## config.mk

```make
export PLATFORM = sky130hd
export DESIGN_NAME = systolic_drain
export DESIGN_NICKNAME = d
export VERILOG_FILES = /design/src/rtl/systolic_drain.sv
export SDC_FILE = /design/constraint.sdc
export NUM_CORES = 1
export LEC_CHECK = 0
export BUFFER_PORTS_ARGS = -buffer_cell sky130_fd_sc_hd__buf_2
export CORE_MARGIN = 5
export CORE_UTILIZATION = 48
export CTS_CLUSTER_DIAMETER = 100
export DETAILED_ROUTE_END_ITERATION = 16
export GPL_TIMING_DRIVEN = 0
export PLACE_DENSITY = 0.79
export RECOVER_POWER = 50
export SETUP_SLACK_MARGIN = 0.05
export SLEW_MARGIN = 15
export SYNTH_ARGS = -nofsm -noshare
export SYNTH_HDL_FRONTEND = slang
export SYNTH_SLANG_ARGS = --single-unit
```

## constraint.sdc

```tcl
create_clock -name clk -period 1.3 [get_ports clk]
set_input_delay 0.065 -clock clk [delete_from_list [all_inputs] [get_ports clk]]
set_output_delay 0.065 -clock clk [all_outputs]
set_load 0.005 [all_outputs]
```

## src/rtl/systolic_drain.sv

```systemverilog
// rtl/systolic_drain.sv - drains per-row systolic result beats into N1 output banks
// Each row walks its own patch/beat counters; beats within a patch land at descending addresses.
module systolic_drain #(
  parameter int D_W_ACC = 16,
  parameter int N1 = 4,
  parameter int N2 = 4,
  parameter int M = 8,
  localparam int PATCHES = (M * M) / (N1 * N2),
  localparam int DEPTH = (M * M) / N1,
  localparam int AW = (DEPTH > 1) ? $clog2(DEPTH) : 1,
  localparam int BW = (N2 > 1) ? $clog2(N2) : 1,
  localparam int PW = (PATCHES > 1) ? $clog2(PATCHES) : 1
) (
  input  logic               clk,
  input  logic               rst,
  input  logic               start,
  input  logic [N1-1:0]      valid_D,
  input  logic [D_W_ACC-1:0] D [N1],
  output logic [N1-1:0]      wr_en,
  output logic [AW-1:0]      wr_addr [N1],
  output logic [D_W_ACC-1:0] wr_data [N1],
  output logic               done,
  output logic               overflow
);

  typedef enum logic {FILL, FULL} row_state_t;

  row_state_t    state      [N1];
  row_state_t    state_next [N1];
  logic [BW-1:0] beat_cnt   [N1];
  logic [BW-1:0] beat_next  [N1];
  logic [PW-1:0] patch_cnt  [N1];
  logic [PW-1:0] patch_next [N1];
  logic [AW-1:0] addr_calc  [N1];
  logic [N1-1:0] accept;
  logic [N1-1:0] reject;
  logic [N1-1:0] full;

  always_ff @(posedge clk) begin
    if (rst) begin
      for (int i = 0; i < N1; i++) begin
        state[i]     <= FILL;
        beat_cnt[i]  <= '0;
        patch_cnt[i] <= '0;
        wr_addr[i]   <= '0;
        wr_data[i]   <= '0;
      end
      wr_en    <= '0;
      done     <= 1'b0;
      overflow <= 1'b0;
    end else begin
      for (int i = 0; i < N1; i++) begin
        state[i]     <= state_next[i];
        beat_cnt[i]  <= beat_next[i];
        patch_cnt[i] <= patch_next[i];
        if (accept[i]) begin
          wr_addr[i] <= addr_calc[i];
          wr_data[i] <= D[i];
        end
      end
      wr_en <= accept;
      // full[] is already registered, so done trails the last write strobe by one cycle
      done     <= start ? 1'b0 : &full;
      overflow <= start ? 1'b0 : (overflow | (|reject));
    end
  end

  always_comb begin
    accept = '0;
    reject = '0;
    full   = '0;
    for (int i = 0; i < N1; i++) begin
      state_next[i] = state[i];
      beat_next[i]  = beat_cnt[i];
      patch_next[i] = patch_cnt[i];
      full[i]       = (state[i] == FULL);
      // beat k of a patch carries column N2-1-k
      addr_calc[i]  = AW'(int'(patch_cnt[i]) * N2 + (N2 - 1 - int'(beat_cnt[i])));
      if (start) begin
        state_next[i] = FILL;
        beat_next[i]  = '0;
        patch_next[i] = '0;
      end else if (valid_D[i]) begin
        case (state[i])
          FILL: begin
            accept[i] = 1'b1;
            if (beat_cnt[i] == BW'(N2 - 1)) begin
              beat_next[i] = '0;
              if (patch_cnt[i] == PW'(PATCHES - 1)) begin
                state_next[i] = FULL;
              end else begin
                patch_next[i] = patch_cnt[i] + 1'b1;
              end
            end else begin
              beat_next[i] = beat_cnt[i] + 1'b1;
            end
          end
          FULL: begin
            reject[i] = 1'b1;
          end
          default: begin
            state_next[i] = FILL;
          end
        endcase
      end
    end
  end

endmodule

```

==> metrics list <==
* Run status: finished clean
- Delay of the slowest cell on the worst path: 0.43 ns
- Top post-synthesis cells by area: sky130_fd_sc_hd__dfxtp_1, sky130_fd_sc_hd__nand2_1, sky130_fd_sc_hd__a21oi_1, sky130_fd_sc_hd__buf_6, sky130_fd_sc_hd__a21oi_2
- Synthesized area per cell: 8.80 sq um
- Of all nets on the critical path, the largest fanout is 7.
- The first detailed-routing pass took 4 iterations.
- Setup repair after global routing could not meet its margin everywhere.
- The floorplan has 33 rows.
* Clock Root Buffer: sky130_fd_sc_hd__clkbuf_8
* Sequential share of power: 0.555
* Top cell type by total area after synthesis: sky130_fd_sc_hd__dfxtp_1
* Total placed cells including tap cells: 720
- F_max: 0.797 GHz
- Min-Delay Path Depth: 3
- Detail-routed net length per standard cell: 15.5 microns
* Share of post-route cells with drive strength above 1: 0.263
- Category of the most critical setup path: flop to flop
* Clock edge transition at the registers on the reported setup and hold paths: 0.10 ns
- Switching Fraction: 0.267
- Insertion delay to the later sink of the worst-skew pair: 0.35 ns
- Share of the core filled with cells in the final layout: 0.718
- # IOs: 157
- After the last flow step, the layout net total stands at 773.
* HP Class: input port to flop
- Number of buffers created by CTS: 9
- For this run, the register share of the synthesized area comes to 0.523.
- Number of flops mapped to enable cells by yosys: 0
- CP max-delay cell: sky130_fd_sc_hd__or3b_4
* Post-route DRC violation count: 0
- Power per cell area: 1050 nW/um^2
* Final weighted congestion in routability-driven placement: 0.840
- Detailed-route wire length: 12.5 mm
- The analysis attributes to cell leakage a power of 2.40 nW.
- Maxcap violations: 0
- In this run the vertical extent of the chip is 102 microns.
- Yosys mapped the design onto 26 distinct sky130hd cell types.
- Initial DRC count: 162
* Most common cell in the synthesized netlist: sky130_fd_sc_hd__nand2_1
- Total net switching power: 1.65 mW
* Total Negative Setup Slacks: 0 ns
- Worst endpoint data arrival time: 1.48 ns
* Min-Delay Startpoint: valid_D[1]
- The synthesized netlist occupies a cell area of 4060 sq um.
- Number of vias per cell: 5.04
* Via total after detailed routing: 4,049
- Final HPWL DP: 8.12 mm
* Fraction of registers with async set/reset: 0
- Non-Filler Instances: 804
- In the synthesized netlist, the cells that appear most often are sky130_fd_sc_hd__nand2_1, sky130_fd_sc_hd__dfxtp_1, sky130_fd_sc_hd__a21oi_1.
- Global-route wire length before repair: 18.7 mm
- The initial antenna violation count came to 0.
* Share of total power in the clock network: 0.308
- Fin Hold WS: 0.0277 ns
* Setup crit start kind: flop
- Starting Density: 0.494
* Slew of the pin with the lowest slew margin: 0.734 ns
- For the worst flop-to-flop path, the logic depth is 4.
- STA puts the critical path data required time at 1.52 ns.
- Clock buffer depth: 2
- The setup check on the worst reg-to-reg path leaves a slack of 0.04 ns.
- The worst path needs 1.26 ns of the cycle, external delays included.
* Area enclosed by the die boundary: 10,400 sq um
- The core region is 8220 sq um.
* Final count of negative-setup-slack endpoints: 0
- Number of warnings reported in the yosys synthesis log: 0
- Setup skew after layout: 0.00807 ns
- The worst setup path is captured at a flop.
* Clock tree from TritonCTS: done
- GR Util All Layers: 0.229
* Endpoint with the worst hold slack: state[1]
- In this run the critical register-to-register path is launched from state[1].
* # H-tree levels: 3
- Traced cell by cell, the critical path runs through or3b_4, buf_4, nand2_1, a21oi_1.
- Detail Route Antenna Nets: 0
* Largest net degree at the start of global routing: 20
- The synthesized design contains 106 register bits.
- The die is 102 microns wide.
- In this design, the largest share of critical-path delay is due to simple AND/OR/NAND/NOR gates.
- Layout overhead on the synthesized area: 45.3%
* Share of the synthesized area in the top cell type: 0.523
- Slew headroom: 0.511
* Total placed instance area: 4960 sq um
- Cell count after synthesis: 461
* Combinational cell fraction of total power: 0.137
- Final period util: 0.966
- The final number of max-transition violations is 0.
- Once layout is done, the placed cells without fillers occupy 5900 sq um.
- Critical path buffer and inverter count: 1
- The internal portion of the total power is 4.54 mW.
* Endpoint of the most critical register-to-register path: wr_data[35]
* Total grt overflow: 0
- Number of diodes added for antenna fixing: 0
- Sink Count: 106
* Via count of the first global-routing pass: 3,994
- VDD IR max: 0.727 mV
- The critical path crosses 4 cells after its start point.
* Port Buffer Count: 154
- In the synthesized netlist the dominant register cell turns out to be sky130_fd_sc_hd__dfxtp_1.
- The total count of hold-check failures in the final report came to 0.
- Counting every net in the synthesized netlist gives 540.
* Layout fillers: 670
## flip-flops by register name (all words and copies together) (netlist names)
| name | count |
|---|---|
| wr_data | 64 |
| wr_addr | 16 |
| beat_cnt | 8 |
| patch_cnt | 8 |
| state | 4 |
| wr_en | 4 |
| done | 1 |
| overflow | 1 |
## power groups by stage
stage | Sequential (mW) | Clock (mW) | Combinational, mW
2_1_floorplan | 3.51 | 0 | 0.332
3_3_place_gp | 3.50 | 0 | 0.643
3_5_place_dp | 3.50 | 0 | 0.659
4_1_cts | 3.43 | 1.96 | 0.809
5_1_grt | 3.45 | 2.09 | 0.930
6_report | 3.44 | 1.90 | 0.850
## kinds of logic after synthesis
kind of cell	Yosys count	share of synthesized area
muxes	8	0.0197
DFF	106	0.523
and+or+nand+nor	208	0.235
adders and majority gates	8	0.0247
AOI/OAI and AO/OA	103	0.143
buffers and inverters	28	0.0549
## cell type report
class / count / area (sq um) / area share
Sequential cell: 106 / 2130 / 0.361
Clock inverter: 7 / 61.3 / 0.0104
Timing Repair Buffer: 222 / 1380 / 0.234
Buffer: 28 / 240 / 0.0407
Clock buffer: 9 / 124 / 0.0210
Multi-Input combinational cell: 327 / 1830 / 0.310
Tap cell: 105 / 131 / 0.0223
## routing by layer
metal	GRT usage	wire length, microns	vias to the layer above	share of wire
met5	0	0	-	0
met3	0.0451	820	31	0.066
met2	0.410	6280	153	0.50
met1	0.264	4980	1865	0.40
met4	0.0999	376	0	0.030
li1	-	-	2000	-
## worst register-to-register path: cells and delay by family (launching register included)
kind | cells | cell delay [ns]
buffers and inverters | 1 | 0.18
and+or+nand+nor | 2 | 0.50
DFF | 1 | 0.38
AOI/OAI and AO/OA | 1 | 0.06
## through the flow
stage / total power [mW] / setup WS (ns)
after floorplan: 3.84 / 0.161
after global placement: 4.14 / 0.0726
after detailed placement: 4.16 / 0.0509
after CTS: 6.20 / 0.0563
after global routing: 6.47 / 0.0123
final: 6.19 / 0.0446
## what timing repair did
action	CTS	global route
endpoints found under the hold margin	64	0
endpoints found under the setup margin	10	79
gates cloned	0	3
hold buffers	64	0
setup buffers	0	1
pin swaps	0	18
gates resized for setup	1	47
## worst max-delay path by stage
stage | from | to | slack [ns]
after floorplan | state[2] | wr_data[22] | 0.16
after global placement | state[1] | wr_addr[8] | 0.07
after detailed placement | state[1] | wr_data[42] | 0.05
after CTS | state[0] | patch_cnt[0][1] | 0.06
after global routing | state[1] | wr_data[35] | 0.01
final | state[1] | wr_data[35] | 0.04
## cell usage in the layout, fill, tap and decap left out, types with 2 or more instances in the layout
cell	count
sky130_fd_sc_hd__ha_1	8
sky130_fd_sc_hd__or3b_4	5
sky130_fd_sc_hd__clkinvlp_4	2
sky130_fd_sc_hd__or2b_1	4
sky130_fd_sc_hd__nand2b_1	4
sky130_fd_sc_hd__dfxtp_2	3
sky130_fd_sc_hd__clkinv_4	2
sky130_fd_sc_hd__o21ai_0	8
sky130_fd_sc_hd__dfxtp_1	102
sky130_fd_sc_hd__buf_6	16
sky130_fd_sc_hd__nand4b_1	4
sky130_fd_sc_hd__inv_6	2
sky130_fd_sc_hd__a31oi_1	4
sky130_fd_sc_hd__buf_2	93
sky130_fd_sc_hd__a21oi_2	28
sky130_fd_sc_hd__nor2_1	18
sky130_fd_sc_hd__nand2_4	7
sky130_fd_sc_hd__mux2i_1	8
sky130_fd_sc_hd__nor3b_2	4
sky130_fd_sc_hd__dlygate4sd3_1	64
sky130_fd_sc_hd__and2b_1	3
sky130_fd_sc_hd__a21oi_1	62
sky130_fd_sc_hd__or3_1	4
sky130_fd_sc_hd__clkbuf_1	71
sky130_fd_sc_hd__or3b_1	3
sky130_fd_sc_hd__buf_4	4
sky130_fd_sc_hd__nand2_2	4
sky130_fd_sc_hd__clkbuf_8	9
sky130_fd_sc_hd__and2_1	4
sky130_fd_sc_hd__nand2_1	141
Note: power is estimated with default switching activity, not from simulation.
